`src/rtl/pipelined_cla_adder_if.sv`:
```
// Valid/ready stream bundle for the pipelined CLA adder/subtractor.
// The master side drives operands and out_ready; the slave side is the adder.
interface pipelined_cla_adder_if #(
    parameter int WIDTH = 16
);
    logic             in_valid;
    logic             in_ready;
    logic [WIDTH-1:0] A;
    logic [WIDTH-1:0] B;
    logic             Cin;
    logic             sub;
    logic             out_valid;
    logic             out_ready;
    logic [WIDTH-1:0] Sum;
    logic             Cout;
    logic             Ovf;

    modport master (
        output in_valid, A, B, Cin, sub, out_ready,
        input  in_ready, out_valid, Sum, Cout, Ovf
    );

    modport slave (
        input  in_valid, A, B, Cin, sub, out_ready,
        output in_ready, out_valid, Sum, Cout, Ovf
    );
endinterface

```
`src/rtl/pipelined_cla_adder.sv`:
```
// Pipelined carry-lookahead adder/subtractor: each stage resolves one GROUP-bit
// lookahead group, so timing depends on GROUP only. Streams under valid/ready.
module pipelined_cla_adder #(
    parameter int WIDTH = 16,
    parameter int GROUP = 4
) (
    input  logic                 clk,
    input  logic                 rst_n,
    pipelined_cla_adder_if.slave io
);
    localparam int GDIV = (GROUP < 1) ? 1 : GROUP;
    localparam int NSTG = WIDTH / GDIV;

    generate
        if ((GROUP < 1) || ((WIDTH % GDIV) != 0)) begin : g_bad_cfg
            $error("pipelined_cla_adder: WIDTH must be a positive multiple of GROUP");
        end
    endgenerate

    // Flat sum-of-products carries for one group; no carry ripples between bits.
    function automatic logic [GROUP:0] cla_carries(
        input logic [GROUP-1:0] g,
        input logic [GROUP-1:0] p,
        input logic             cin
    );
        logic [GROUP:0] c;
        logic           term;
        logic           prop;
        c    = '0;
        c[0] = cin;
        for (int i = 0; i < GROUP; i++) begin
            term = g[i];
            prop = p[i];
            for (int j = i - 1; j >= 0; j--) begin
                term = term | (prop & g[j]);
                prop = prop & p[j];
            end
            c[i+1] = term | (prop & cin);
        end
        return c;
    endfunction

    logic                        advance_s;
    logic [NSTG-1:0]             vld_q;
    logic [NSTG-1:0][WIDTH-1:0]  a_q;
    logic [NSTG-1:0][WIDTH-1:0]  b_q;
    logic [NSTG-1:0][WIDTH-1:0]  s_q;
    logic [NSTG-1:0]             c_q;
    logic                        ovf_q;

    logic [NSTG-1:0]             src_v_s;
    logic [NSTG-1:0][WIDTH-1:0]  src_a_s;
    logic [NSTG-1:0][WIDTH-1:0]  src_b_s;
    logic [NSTG-1:0][WIDTH-1:0]  src_s_s;
    logic [NSTG-1:0]             src_c_s;

    logic [NSTG-1:0][WIDTH-1:0]  s_d;
    logic [NSTG-1:0]             c_d;
    logic [NSTG-1:0]             cmsb_d;
    logic                        unused_s;

    assign advance_s    = !vld_q[NSTG-1] || io.out_ready;
    assign io.in_ready  = advance_s;
    assign io.out_valid = vld_q[NSTG-1];
    assign io.Sum       = s_q[NSTG-1];
    assign io.Cout      = c_q[NSTG-1];
    assign io.Ovf       = ovf_q;

    // Operands already consumed by earlier stages are dropped by synthesis.
    assign unused_s = ^{a_q[NSTG-1], b_q[NSTG-1], cmsb_d, src_a_s, src_b_s};

    // Per-stage operand sources: stage 0 from the bus, stage k from register k-1.
    always_comb begin
        src_v_s    = '0;
        src_a_s    = '0;
        src_b_s    = '0;
        src_s_s    = '0;
        src_c_s    = '0;
        src_v_s[0] = io.in_valid;
        src_a_s[0] = io.A;
        src_b_s[0] = io.sub ? ~io.B : io.B;
        src_c_s[0] = io.sub ? 1'b1 : io.Cin;
        for (int k = 1; k < NSTG; k++) begin
            src_v_s[k] = vld_q[k-1];
            src_a_s[k] = a_q[k-1];
            src_b_s[k] = b_q[k-1];
            src_s_s[k] = s_q[k-1];
            src_c_s[k] = c_q[k-1];
        end
    end

    // Stage k resolves group k and merges it into the partially built sum.
    always_comb begin
        logic [GROUP-1:0] g_v;
        logic [GROUP-1:0] p_v;
        logic [GROUP:0]   cv_v;
        g_v    = '0;
        p_v    = '0;
        cv_v   = '0;
        s_d    = src_s_s;
        c_d    = '0;
        cmsb_d = '0;
        for (int k = 0; k < NSTG; k++) begin
            g_v  = src_a_s[k][k*GROUP +: GROUP] & src_b_s[k][k*GROUP +: GROUP];
            p_v  = src_a_s[k][k*GROUP +: GROUP] ^ src_b_s[k][k*GROUP +: GROUP];
            cv_v = cla_carries(g_v, p_v, src_c_s[k]);
            s_d[k][k*GROUP +: GROUP] = p_v ^ cv_v[GROUP-1:0];
            c_d[k]    = cv_v[GROUP];
            cmsb_d[k] = cv_v[GROUP-1];
        end
    end

    // Pipeline registers: shift together on advance; bubbles leave data untouched.
    always_ff @(posedge clk or negedge rst_n) begin
        if (!rst_n) begin
            vld_q <= '0;
            a_q   <= '0;
            b_q   <= '0;
            s_q   <= '0;
            c_q   <= '0;
            ovf_q <= 1'b0;
        end else if (advance_s) begin
            vld_q <= src_v_s;
            for (int k = 0; k < NSTG; k++) begin
                if (src_v_s[k]) begin
                    a_q[k] <= src_a_s[k];
                    b_q[k] <= src_b_s[k];
                    s_q[k] <= s_d[k];
                    c_q[k] <= c_d[k];
                end
            end
            if (src_v_s[NSTG-1]) begin
                ovf_q <= cmsb_d[NSTG-1] ^ c_d[NSTG-1];
            end
        end
    end
endmodule
```
`src/flat_wrapper.sv`:
```
// flat-port wrapper written by rule: the top's interface ports become plain ports
module pipelined_cla_adder_flat 
#(
    parameter int WIDTH = 16,
    parameter int GROUP = 4
)
  (clk, rst_n, io_in_valid, io_A, io_B, io_Cin, io_sub, io_out_ready, io_in_ready, io_out_valid, io_Sum, io_Cout, io_Ovf);
  pipelined_cla_adder_if #(.WIDTH(WIDTH)) io_i ();
  input  logic clk;
  input  logic rst_n;
  input wire logic [$bits(io_i.in_valid)-1:0] io_in_valid;
  input wire logic [$bits(io_i.A)-1:0] io_A;
  input wire logic [$bits(io_i.B)-1:0] io_B;
  input wire logic [$bits(io_i.Cin)-1:0] io_Cin;
  input wire logic [$bits(io_i.sub)-1:0] io_sub;
  input wire logic [$bits(io_i.out_ready)-1:0] io_out_ready;
  output wire logic [$bits(io_i.in_ready)-1:0] io_in_ready;
  output wire logic [$bits(io_i.out_valid)-1:0] io_out_valid;
  output wire logic [$bits(io_i.Sum)-1:0] io_Sum;
  output wire logic [$bits(io_i.Cout)-1:0] io_Cout;
  output wire logic [$bits(io_i.Ovf)-1:0] io_Ovf;
  assign io_i.in_valid = io_in_valid;
  assign io_i.A = io_A;
  assign io_i.B = io_B;
  assign io_i.Cin = io_Cin;
  assign io_i.sub = io_sub;
  assign io_i.out_ready = io_out_ready;
  assign io_in_ready = io_i.in_ready;
  assign io_out_valid = io_i.out_valid;
  assign io_Sum = io_i.Sum;
  assign io_Cout = io_i.Cout;
  assign io_Ovf = io_i.Ovf;
  pipelined_cla_adder #(.WIDTH(WIDTH), .GROUP(GROUP)) u_core (.clk(clk), .rst_n(rst_n), .io(io_i));
endmodule
```
`config.mk`:
```
export PLATFORM = sky130hd
export DESIGN_NAME = pipelined_cla_adder_flat
export DESIGN_NICKNAME = d
export VERILOG_FILES = /design/src/rtl/pipelined_cla_adder_if.sv /design/src/rtl/pipelined_cla_adder.sv /design/src/flat_wrapper.sv
export SDC_FILE = /design/constraint.sdc
export NUM_CORES = 1
export LEC_CHECK = 0
export BUFFER_PORTS_ARGS = -buffer_cell sky130_fd_sc_hd__buf_2
export CORE_ASPECT_RATIO = 0.5
export CORE_UTILIZATION = 58
export CTS_CLUSTER_DIAMETER = 60
export DETAILED_ROUTE_END_ITERATION = 10
export GPL_TIMING_DRIVEN = 0
export HOLD_SLACK_MARGIN = 0.08
export PLACE_DENSITY = 0.79
export REMOVE_ABC_BUFFERS = 1
export SYNTH_ARGS = -nofsm -noshare
export SYNTH_HDL_FRONTEND = slang
export SYNTH_SLANG_ARGS = --single-unit
```
`constraint.sdc`:
```
create_clock -name clk -period 1.9 [get_ports clk]
set_clock_uncertainty 0.15 [all_clocks]
set_input_delay 0.19 -clock clk [delete_from_list [all_inputs] [get_ports clk]]
set_output_delay 0.19 -clock clk [all_outputs]
set_load 0.05 [all_outputs]
```
Yosys cells after proc, flatten, opt, wreduce, memory -nomap -nowiden
Cells that the tools add are included.
{ "word_totals": {"ff_bits": 145, "word_cells": 142} }
{ "classes": {"n_mux": 2, "reduce_logical": 6, "bitwise": 118} }
{ "op_table": {"columns": ["cell", "count"], "rows": [
  ["bitwise AND 1 bit", 64],
  ["OR 1 bit", 40],
  ["bitwise XOR 4 bit", 8],
  ["bitwise AND 4 bit", 4],
  ["2-to-1 mux 16 bit", 1],
  ["NOT 16 bit", 1],
  ["AND reduction 2 bit", 4],
  ["logical NOT 1 bit", 1],
  ["logical OR 1 bit", 1],
  ["2-to-1 mux 1 bit", 1],
  ["bitwise XOR 1 bit", 1]
]} }

Longest topological paths before layout
Gate-level depths: netlist (run 1).
{ "depth": {"word_depth": 8, "mapped_depth": 8, "depth_no_buf": 6} }

Least setup slack after synthesis (run 1)
OpenSTA, ideal clock, no wires.
{ "synth_timing": {"kind": "in2reg", "from": "input port io_sub", "to": "register u_core.c_q[0]", "path_slack_ns": 0.086, "required_time_ns": 1.623, "t_arrival_ns": 1.537, "cell_stages": 8, "setup_ns": 0.127, "n_path_buf": 2, "path_cell_list": "buf_6 > buf_4 > xor2_1 > ha_1 > o211ai_1 > o21ai_1 > a211oi_1 > a21oi_1"} }
{ "synth_via": {"elab_chain_cells": 7, "elab_cells_between_ends": 15, "classes_between": "mux: 2; bitwise: 13"} }
{ "synth_rtl": {"columns": ["element", "line_no", "text"], "rows": [
  ["start: declaration", "flat_wrapper.sv:15", "input wire logic [$bits(io_i.sub)-1:0] io_sub;"],
  ["2-to-1 mux 16 bit", "pipelined_cla_adder.sv:81", "src_b_s[0] = io.sub ? ~io.B : io.B;"],
  ["bitwise XOR 4 bit / bitwise AND 4 bit (equally long branches)", "pipelined_cla_adder.sv:105, pipelined_cla_adder.sv:104", null],
  ["bitwise AND 1 bit, on equally long branches", "pipelined_cla_adder.sv:35, pipelined_cla_adder.sv:36", null],
  ["OR 1 bit (tied with other cells) (2 in a row)", "pipelined_cla_adder.sv:35", "term = term | (prop & g[j]);"],
  ["OR 1 bit / bitwise AND 1 bit (equally long branches)", "pipelined_cla_adder.sv:35, pipelined_cla_adder.sv:38", null],
  ["OR 1 bit *", "pipelined_cla_adder.sv:38", "c[i+1] = term | (prop & cin);"],
  ["end signal: indexed assignment", "pipelined_cla_adder.sv:129", "c_q[k] <= c_d[k];"],
  ["end: declaration", "pipelined_cla_adder.sv:48", "logic [NSTG-1:0] c_q;"]
]} }
Every way passes the cells marked *; elsewhere a longest branch is shown, timed or not.
A chain may end at the register's enable or synchronous reset.

Final worst setup path (run 1)
{ "layout_timing": {"from": "register u_core.b_q[44] (netlist name)", "to": "register u_core.s_q, in the netlist u_core.io.Sum[15]"} }
{ "layout_via": {"elab_chain_cells": 5, "elab_cells_between_ends": 8, "classes_between": "bitwise: 8"} }
{ "layout_rtl": {"columns": ["element", "line_no", "text"], "rows": [
  ["start: declaration", "pipelined_cla_adder.sv:46", "logic [NSTG-1:0][WIDTH-1:0] b_q;"],
  ["start signal: indexed assignment", "pipelined_cla_adder.sv:127", "b_q[k] <= src_b_s[k];"],
  ["bitwise AND 4 bit / bitwise XOR 4 bit (equally long branches)", "pipelined_cla_adder.sv:104, pipelined_cla_adder.sv:105", null],
  ["bitwise AND 1 bit, on equally long branches", "pipelined_cla_adder.sv:35, pipelined_cla_adder.sv:36", null],
  ["OR 1 bit / bitwise AND 1 bit (equally long branches)", "pipelined_cla_adder.sv:35, pipelined_cla_adder.sv:38", null],
  ["OR 1 bit *", "pipelined_cla_adder.sv:38", null],
  ["bitwise XOR 4 bit *", "pipelined_cla_adder.sv:107", "s_d[k][k*GROUP +: GROUP] = p_v ^ cv_v[GROUP-1:0];"],
  ["end signal: indexed assignment", "pipelined_cla_adder.sv:128", "s_q[k] <= s_d[k];"],
  ["end: declaration", "pipelined_cla_adder.sv:47", "logic [NSTG-1:0][WIDTH-1:0] s_q;"]
]} }
Marks and branches as above.

==> reports/qor.csv, run 1 <==
metric,value,unit
post-place-ws,-0.3211,ns
path_class,flip-flop to flip-flop,
min_from,io_A[3],
rr_endpoint,u_core.io.Sum[15],
ys_seq_elements,97,
slew_headroom,66.35,%
syn_area_per_cell,13.40,sq um
antenna_cells,0,
drc,0,
synth_top_cell_area_share,53.77,%
syn_inst,337,
dr.first_iter.drc_count,127,
final_hold_viol_count,0,
track_usage,22.99,%
numCtsBuffers,9,
yosysMostFrequentCell,dfrtp_1,
synth_common_cells,"dfrtp_1, mux2_4, o21ai_0",
rrSetupSlack,0.11,ns
fin_setup_tns,0,ns
max_stage_delay,0.41,ns
htree_levels,3,
synthArstFlopShare,100.0,%
outcome,"finished, final reports clean",
die_w,126.8,um
multi_input_area,0.001919,sq mm
hp-class,primary input to flip-flop,
grt_overflow,0,
drive_gt1_share,32.78,%
ant_nets,0,
start_kind,flip-flop,
report.final.setup_viol,0,
cp.required,1.96,ns
sw_frac_of_total,37.50,%
die_area,0.008162,sq mm
rows,22,
drv_slew,0,
place_hpwl,5267,um
antenna_found_initial,0,
p_per_area,1734,mW/mm^2
worstMarginPinSlew,0.5048,ns
post-route-min-period,1.786,ns
leakage,2.605,nW
p_int,5.787,mW
synth_area_leaders,"dfrtp_1, mux2_4, mux2_2",
io_pins,58,
grt_max_degree,73,
synth.cell_area,0.004514,sq mm
cp.arrival,1.85,ns
synthFlopType,dfrtp_1,
switchingPower,3.472,mW
tritoncts,done,
endpoint_kind,flip-flop,
reg2regPathDepth,5,
die_h,64.39,um
yosysTopAreaCell,dfrtp_1,
drt_pass1_iterations,5,
grt_pass1_wl,13810,um
clkPwrFrac,17.3,%
finalWorstSetupSlack,0.1136,ns
gp_congestion,0.7421,
seqPwrFrac,38.7,%
core_area,0.007432,sq mm
critPathMaxFanout,4,
vdd_ir_drop_max,0.7863,mV
grt_pass1_vias,2909,
max-clock-path-buffers,2,
clk_pin_slew_worst_paths,0.06,ns
seq_area,0.002427,sq mm
start_util,60.74,%
min_to,u_core.c_q[0],
synth-edff-count,0,
routed_via_density,5.276,
port_buffers,57,
rsz0062_at_grt,no,
fmax,0.5598,GHz
rr_startpoint,u_core.b_q[44],
detail_route.wl_per_cell,15.91,um
nets,476,
min_path_cells,4,
n_fill_cell,499,
crit_chain,"ha_1, a211oi_1, o21ba_1, xor2_1, o21ai_0",
cts_root_buf,clkbuf_16,
drv_cap,0,
comb_power_share,44.0,%
vias,2712,
cpMaxStageDelayCell,dfrtp_1,
yosysWarnings,0,
syn2layout_area_growth,18.26,%
synthDistinctLibCells,29,
drt-total-wl,8177,um
insertion_delay,0.35,ns
ys_seq_area_share,53.77,%
clkSinkCount,97,
timing.final.crit_share,94.02,%
[cells in the final DEF, fill, tap and decap left out]
master         count
xnor2_1           18
clkbuf_16          9
a211oi_1           3
xor2_1            10
nor2_1             8
o21bai_1           2
buf_16             1
nor3_1             1
mux2_2            22
or3_1              1
o21ai_1            2
nand2_8            1
o211ai_1           1
nand2_1           29
clkbuf_1           2
clkbuf_8           1
a21oi_1            9
o21ba_1            1
clkinv_2           1
clkbuf_4           1
dlygate4sd3_1     25
mux2i_1            1
mux2_4            38
inv_1             14
buf_4              1
nand2_4            3
a211oi_2           3
nand3_1            1
o21ai_0           34
ha_1              18
nand2b_4           1
dfrtp_1           97
buf_2             55
fa_1               4
[cell families after synthesis]
kind of cell               Yosys count  share of synthesized area, %
xor gates and xnor gates            28                         5.432
muxes                               61                         18.35
DFF                                 97                         53.77
buffers and inverters               29                         4.213
AOI/OAI and AO/OA                   55                         6.707
adders and majority gates           22                         6.763
and+or+nand+nor                     45                         4.767
[registers in the layout, summed over array words and instances (netlist names)]
name / cells
u_core.a_q: 24
u_core.b_q: 24
u_core.io.Ovf: 1
u_core.vld_q: 4
u_core.io.Sum: 16
u_core.c_q: 4
u_core.s_d: 24
[layout make-up]
cell class              count  area share, %
inverters                  14         0.9843
flip-flops and latches     97          45.47
well taps                  96          2.250
repair buffers             83          10.64
clock buffers              12          4.617
multi-input cells         211          35.95
clock inverters             1        0.09374
[critical path: cells and delay by family (launching register included)]
| kind | cells | cell delay [ns] |
|---|---|---|
| xor gates and xnor gates | 1 | 0.16 |
| DFF | 1 | 0.41 |
| AOI/OAI and AO/OA | 3 | 0.64 |
| adders and majority gates | 1 | 0.31 |
[what timing repair did]
item                                    CTS  global route
endpoints found under the setup margin   14             3
hold buffers                             25             0
resized for setup                         1             4
setup buffers                             0             0
hold endpoints to repair                121             0
[metrics by stage]
stage               utilization (%)  instances  hold WS, ns  total power [mW]  area, sq um
global placement              64.34        475       0.2725             7.306         4782
global route                  71.84        514       0.1292             9.867         5339
CTS                           71.60        514      0.09618             9.254         5321
finish                        71.84        514      0.09923             9.258         5339
detailed placement            64.78        476     -0.02902             7.583         4815
floorplan                         -        322      -0.2556             6.642         4377
[per-layer routing]
layer / vias to the layer above / track usage [%] / wire length (um)
met5: - / 0 / 0
met4: 0 / 8.333 / 162
met3: 18 / 7.621 / 336
met2: 62 / 40.61 / 4213
met1: 1338 / 26.48 / 3465
li1: 1294 / - / -
[power by group through the flow]
stage | logic, mW | registers, mW | clock network (mW)
2_1_floorplan | 2.55 | 4.09 | 0
3_3_place_gp | 3.79 | 3.51 | 0
3_5_place_dp | 3.98 | 3.60 | 0
4_1_cts | 4.05 | 3.57 | 1.63
5_1_grt | 4.48 | 3.68 | 1.72
6_report | 4.08 | 3.58 | 1.60
[worst max path at each step]
stage                          startpoint                end  slack [ns]  cells after the start
final                      u_core.b_q[44]  u_core.io.Sum[15]        0.11                      5
after floorplan           u_core.vld_q[3]     u_core.a_q[10]       -0.56                      3
after CTS                  u_core.b_q[24]      u_core.c_q[2]        0.04                      5
after global routing       u_core.b_q[44]  u_core.io.Sum[15]      0.0004                      5
after detailed placement           io_sub      u_core.c_q[0]       -0.32                      7
after global placement    u_core.vld_q[3]      u_core.c_q[0]       -0.51                      4
(Power assumes the default switching activity.)
==> run 2: changes to the inputs <==
--- a/config.mk
+++ b/config.mk
@@ -5,14 +5,15 @@
 export SDC_FILE = /design/constraint.sdc
 export NUM_CORES = 1
 export LEC_CHECK = 0
+export ABC_AREA = 1
 export BUFFER_PORTS_ARGS = -buffer_cell sky130_fd_sc_hd__buf_2
 export CORE_ASPECT_RATIO = 0.5
-export CORE_UTILIZATION = 58
+export CORE_UTILIZATION = 50
 export CTS_CLUSTER_DIAMETER = 60
 export DETAILED_ROUTE_END_ITERATION = 10
 export GPL_TIMING_DRIVEN = 0
 export HOLD_SLACK_MARGIN = 0.08
-export PLACE_DENSITY = 0.79
+export PLACE_DENSITY_LB_ADDON = 0.05
 export REMOVE_ABC_BUFFERS = 1
 export SYNTH_ARGS = -nofsm -noshare
 export SYNTH_HDL_FRONTEND = slang
==> reports/qor.csv, run 2 <==
metric,value,unit,change
dr.first_iter.drc_count,163,,was 127
io_pins,58,,unchanged
synth_top_cell_area_share,52.38,%,was 53.77%
rrSetupSlack,0.13,ns,was 0.11 ns
final_hold_viol_count,0,,unchanged
syn_area_per_cell,9.034,sq um,was 13.40 sq um
antenna_cells,0,,unchanged
syn2layout_area_growth,18.41,%,was 18.26%
final_cell_area,0.005488,sq mm,was 0.005339 sq mm
postCtsHoldBufs,25,,unchanged
die_h,70.08,um,was 64.39 um
critPathMaxFanout,17,,was 4
synth_area_leaders,"dfrtp_1, nand2_1, o21ai_0",,"was dfrtp_1, mux2_4, mux2_2"
detail_route.wl_per_cell,12.31,um,was 15.91 um
vias,3418,,was 2712
hp-class,primary input to flip-flop,,unchanged
crit_chain,"buf_2, xnor2_1, inv_1, ha_1, nand2_1, or2_2, nand2_1, nand2_1, nand3_2, nand2_1",,"was ha_1, a211oi_1, o21ba_1, xor2_1, o21ai_0"
crit_end,u_core.s_d[18],,was u_core.io.Sum[15]
max_stage_delay,0.45,ns,was 0.41 ns
critPathMostFrequentCell,nand2_1,,
yosysWarnings,0,,unchanged
start_util,52.32,%,was 60.74%
cts_root_buf,clkbuf_16,,unchanged
rsz0062_at_grt,no,,unchanged
die_w,138.2,um,was 126.8 um
violations,design-rule violations,,
cp.required,1.98,ns,was 1.96 ns
port_buffers,57,,unchanged
finalWorstSetupSlack,0.1193,ns,was 0.1136 ns
yosysMostFrequentCell,nand2_1,,was dfrtp_1
yosysTopAreaCell,dfrtp_1,,unchanged
ys_seq_area_share,52.38,%,was 53.77%
routed_via_density,4.807,,was 5.276
htree_levels,3,,unchanged
fin_setup_tns,0,ns,unchanged
start_kind,primary input,,was flip-flop
leakage,2.850,nW,was 2.605 nW
clkSinkCount,97,,unchanged
startpoint,io_sub,,was u_core.b_q[44]
post-route-min-period,1.781,ns,was 1.786 ns
grt_pass1_vias,3329,,was 2909
insertion_delay,0.34,ns,was 0.35 ns
vdd_ir_drop_max,0.5203,mV,was 0.7863 mV
synthDistinctLibCells,29,,unchanged
cts_setup_buffers,0,,unchanged
track_usage,20.49,%,was 22.99%
clk_pin_slew_worst_paths,0.06,ns,about the same
cp.arrival,1.86,ns,was 1.85 ns
ys_seq_elements,97,,unchanged
synthArstFlopShare,100.0,%,unchanged
antenna_found_initial,0,,unchanged
place_hpwl,5732,um,was 5267 um
grt_max_degree,54,,was 73
drt-total-wl,8752,um,was 8177 um
die_area,0.009681,sq mm,was 0.008162 sq mm
power,8.520,mW,was 9.258 mW
nets,650,,was 476
max-clock-path-buffers,2,,unchanged
p_per_area,1553,mW/mm^2,was 1734 mW/mm^2
report.final.setup_viol,0,,unchanged
timing.final.crit_share,93.72,%,was 94.02%
tritoncts,done,,unchanged
worstMarginPinSlew,0.6825,ns,was 0.5048 ns
synthFlopType,dfrtp_1,,unchanged
drv_slew,0,,unchanged
rr_endpoint,u_core.c_q[2],,was u_core.io.Sum[15]
reg2regPathDepth,5,,unchanged
dpl-instance-area,0.004952,sq mm,was 0.004815 sq mm
drc,9,,was 0
synth-edff-count,0,,unchanged
numCtsBuffers,9,,unchanged
rr_startpoint,u_core.b_q[27],,was u_core.b_q[44]
slew_headroom,54.50,%,was 66.35%
post-place-ws,-0.2540,ns,was -0.3211 ns
grt_pass1_wl,15240,um,was 13810 um
drive_gt1_share,14.65,%,was 32.78%
fmax,0.5616,GHz,was 0.5598 GHz
gp_congestion,0.8486,,was 0.7421
drv_cap,0,,unchanged
rows,24,,was 22
mostFrequentLayoutCell,nand2_1,,was dfrtp_1
path_class,primary input to flip-flop,,was flip-flop to flip-flop
synth_common_cells,"nand2_1, dfrtp_1, o21ai_0",,"was dfrtp_1, mux2_4, o21ai_0"
core_area,0.008859,sq mm,was 0.007432 sq mm
outcome,finished with violations,,"was finished, final reports clean"
syn_inst,513,,was 337
grt_overflow,0,,unchanged
cts.repair.resized,0,,was 1
cpMaxStageDelayCell,buf_2,,was dfrtp_1
drt_pass1_iterations,9,,was 5
layout_common_cells,"nand2_1, dfrtp_1, buf_2",,"was dfrtp_1, buf_2, mux2_4"
ant_nets,0,,unchanged
endpoint_kind,flip-flop,,unchanged
synth.cell_area,0.004634,sq mm,was 0.004514 sq mm
final_util,61.95,%,was 71.84%
[run 2: report_power, final]
group          switching (mW)  internal, mW  total [mW]
clock network           0.732          1.00        1.74
registers               0.399          2.89        3.29
logic                    2.37          1.12        3.49
[run 2: how the worst min path moves through the flow]
stage | cells after the start | startpoint | slack [ns] | to
after floorplan | 0 | rst_n | -0.26 | u_core.a_q[10]
after global placement | 3 | io_A[9] | 0.23 | u_core.a_q[9]
after detailed placement | 1 | rst_n | 0.13 | u_core.io.Ovf
after CTS | 4 | io_out_ready | 0.08 | u_core.vld_q[3]
after global routing | 4 | io_out_ready | 0.09 | u_core.vld_q[3]
final | 4 | io_out_ready | 0.1 | u_core.vld_q[3]
[run 2: area by class of cell]
cell class / instances / area, sq um
clock buffer: 9 / 225.2
clock inverter: 6 / 60.06
fill: 792 / 3371
inverter: 45 / 181.4
multi-input combinational: 354 / 1882
sequential: 97 / 2427
tap: 117 / 146.4
timing repair buffer: 83 / 565.5
[run 2: metal layers]
metal / wire (um) / vias up / GRT usage [%]
met4: 55 / 0 / 6.991
li1: - / 1782 / -
met3: 455 / 4 / 6.241
met5: 0 / - / 0
met2: 3946 / 65 / 33.16
met1: 4294 / 1567 / 26.44
[run 2: stage by stage]
stage	hold WS (ns)	cells
3_5_place_dp	0.1335	671
2_1_floorplan	-0.2556	496
4_1_cts	0.08459	711
3_3_place_gp	0.2341	670
5_1_grt	0.09278	711
6_report	0.09679	711
[run 2: logic make-up (layout without fill, tap and decap cells)]
family | after synthesis | count (layout) | share of synthesized area, %
AO/OA/AOI/OAI | 70 | 70 | 7.614
XOR/XNOR | 20 | 20 | 3.780
adder cells (fa/ha/maj) | 22 | 22 | 6.588
buffers and inverters | 62 | 143 | 7.020
flip-flops | 97 | 97 | 52.38
AND/OR/NAND/NOR | 242 | 242 | 22.62
[run 2: worst max-delay path: cells and delay by family]
kind | cells | cell delay (ns)
simple gates | 6 | 0.56
xor+xnor | 1 | 0.24
buf+inv | 2 | 0.55
fa+ha+maj | 1 | 0.31
==> run 3: changes to the inputs <==
--- a/config.mk
+++ b/config.mk
@@ -12,7 +12,7 @@
 export CTS_CLUSTER_DIAMETER = 60
 export DETAILED_ROUTE_END_ITERATION = 10
 export GPL_TIMING_DRIVEN = 0
-export HOLD_SLACK_MARGIN = 0.08
+export HOLD_SLACK_MARGIN = 0.03
 export PLACE_DENSITY_LB_ADDON = 0.05
 export REMOVE_ABC_BUFFERS = 1
 export SYNTH_ARGS = -nofsm -noshare
==> constraint.sdc (replaced) <==
create_clock -name clk -period 1.4 [get_ports clk]
set_clock_uncertainty 0.15 [all_clocks]
set_input_delay 0.14 -clock clk [delete_from_list [all_inputs] [get_ports clk]]
set_output_delay 0.14 -clock clk [all_outputs]
set_load 0.05 [all_outputs]
==> reports/qor.csv, run 3 (same netlist as run 2, synthesis figures left out) <==
metric,value,unit,change
numCtsBuffers,9,,unchanged
port_buffers,57,,unchanged
max_stage_delay,0.42,ns,was 0.45 ns
worstPathBufferInverterCount,0,,was 2
drt_pass1_iterations,7,,was 9
cp.required,1.50,ns,was 1.98 ns
nets,696,,was 650
gp_congestion,0.8486,,unchanged
drt-total-wl,11680,um,was 8752 um
core_area,0.008859,sq mm,unchanged
start_util,52.32,%,unchanged
vias,3805,,was 3418
io_pins,58,,unchanged
drv_slew,0,,unchanged
ant_nets,0,,unchanged
n_fill_cell,636,,was 792
vdd_ir_drop_max,1.066,mV,was 0.5203 mV
drv_cap,0,,unchanged
post-place-ws,-0.7040,ns,was -0.2540 ns
die_w,138.2,um,unchanged
grt_max_degree,54,,unchanged
antenna_cells,0,,unchanged
rows,24,,unchanged
dr.first_iter.drc_count,191,,was 163
rsz0062_at_grt,yes,,was no
timing.final.crit_share,106.7,%,
drive_gt1_share,36.41,%,was 14.65%
start_kind,flip-flop,,was primary input
fmax,0.6694,GHz,
final_hold_viol_count,0,,unchanged
syn2layout_area_growth,42.36,%,was 18.41%
finalWorstSetupSlack,-0.09386,ns,was 0.1193 ns
clk_pin_slew_worst_paths,0.07,ns,was 0.06 ns
critPathMostFrequentCell,nand3_2,,was nand2_1
path_class,flip-flop to flip-flop,,was primary input to flip-flop
hp-class,primary input to flip-flop,,unchanged
max-clock-path-buffers,2,,unchanged
insertion_delay,0.35,ns,was 0.34 ns
cp.arrival,1.59,ns,was 1.86 ns
die_h,70.08,um,unchanged
antenna_found_initial,0,,unchanged
mostFrequentLayoutCell,nand2_1,,unchanged
grt_overflow,0,,unchanged
layout_common_cells,"nand2_1, dfrtp_1, buf_2",,unchanged
die_area,0.009681,sq mm,unchanged
outcome,finished with violations,,unchanged
leakage,3.257,nW,was 2.850 nW
crit_family,simple AND/OR/NAND/NOR gates,,unchanged
violations,"design-rule violations, negative setup slack",,was design-rule violations
cpMaxStageDelayCell,dfrtp_1,,was buf_2
p_per_area,2246,mW/mm^2,was 1553 mW/mm^2
slew_headroom,54.58,%,was 54.50%
grt_pass1_vias,3634,,was 3329
clkSinkCount,97,,unchanged
place_hpwl,5732,um,unchanged
routed_via_density,5.026,,was 4.807
crit_chain,"ha_4, or2_4, nand3_4, nand3_2, nand3_2, nand2_1",,"was buf_2, xnor2_1, inv_1, ha_1, nand2_1, or2_2, nand2_1, nand2_1, nand3_2, nand2_1"
drc,9,,unchanged
whs,0.04643,ns,was 0.09679 ns
detail_route.wl_per_cell,15.43,um,was 12.31 um
tritoncts,done,,unchanged
cts_root_buf,clkbuf_16,,unchanged
htree_levels,3,,unchanged
grt_pass1_wl,17410,um,was 15240 um
report.final.setup_viol,34,,was 0
worstMarginPinSlew,0.6814,ns,was 0.6825 ns
critPathMaxFanout,4,,was 17
endpoint_kind,flip-flop,,unchanged
post-route-min-period,1.494,ns,
track_usage,23.62,%,was 20.49%
==> run 3: worst register-to-register path: stages (launching register included) <==
cell     delay (ns)
dfrtp_1        0.42
ha_4           0.28
or2_4          0.28
nand3_4        0.08
nand3_2        0.07
nand3_2        0.08
nand2_1        0.05
==> run 3: what timing repair did <==
item / in CTS / in global routing
resized for setup: 66 / 109
cloned: 3 / 7
endpoints found under the hold margin: 76 / 0
endpoints found under the setup margin: 72 / 84
hold buffers: 25 / 0
setup buffers: 26 / 11
pin swaps: 31 / 41
==> run 3: power by group <==
part / internal (mW) / switching [mW] / leakage, nW
combinational: 3.20 / 4.50 / 1.91
sequential: 3.93 / 0.769 / 1.22
clock: 1.36 / 1.05 / 0.137
total: 8.50 / 6.32 / 3.26
==> run 3: layer usage <==
layer	vias up	part of all wire, %	global-route usage (%)
met5	-	0	0
met4	0	1.3	7.740
met3	12	5.1	6.379
met2	93	50	39.63
met1	1828	44	30.02
li1	1872	-	-
==> run 3: layout make-up <==
| class | instances | area [sq um] | area share [%] |
|---|---|---|---|
| clock inverter | 6 | 60.06 | 0.9103 |
| multi-input combinational | 359 | 2482 | 37.63 |
| timing repair buffer | 120 | 988.4 | 14.98 |
| tap | 117 | 146.4 | 2.219 |
| clock buffer | 9 | 225.2 | 3.414 |
| sequential | 97 | 2429 | 36.81 |
| inverter | 45 | 220.2 | 3.338 |
| timing repair inverter | 4 | 46.29 | 0.7017 |
==> run 3: worst paths after layout <==
kind	start	end	slack [ns]	cells after the start
setup / recovery	u_core.b_q[45]	u_core.io.Ovf	-0.09	6
hold / removal	io_sub	u_core.b_q[11]	0.05	3
setup reg to reg	u_core.b_q[45]	u_core.io.Ovf	-0.09	6
hold reg to reg	u_core.io.Sum[0]	u_core.io.Sum[0]	0.32	2
max in group asynchronous	rst_n	u_core.a_q[26]	0.20	3
min in group asynchronous	rst_n	u_core.io.Sum[1]	0.22	2
==> run 3: per-stage QoR <==
stage                     util (%)  setup TNS [ns]  power, mW  cell area, sq um  std cells
after floorplan                  -          -26.11      8.029              4491        496
after global placement       55.57         -106.68      9.120              4922        670
after detailed placement     55.90          -12.87      9.236              4952        671
after CTS                    68.60         -0.2773      13.26              6077        740
after global routing         74.48          -2.914      15.71              6598        757
final                        74.48          -1.128      14.82              6598        757
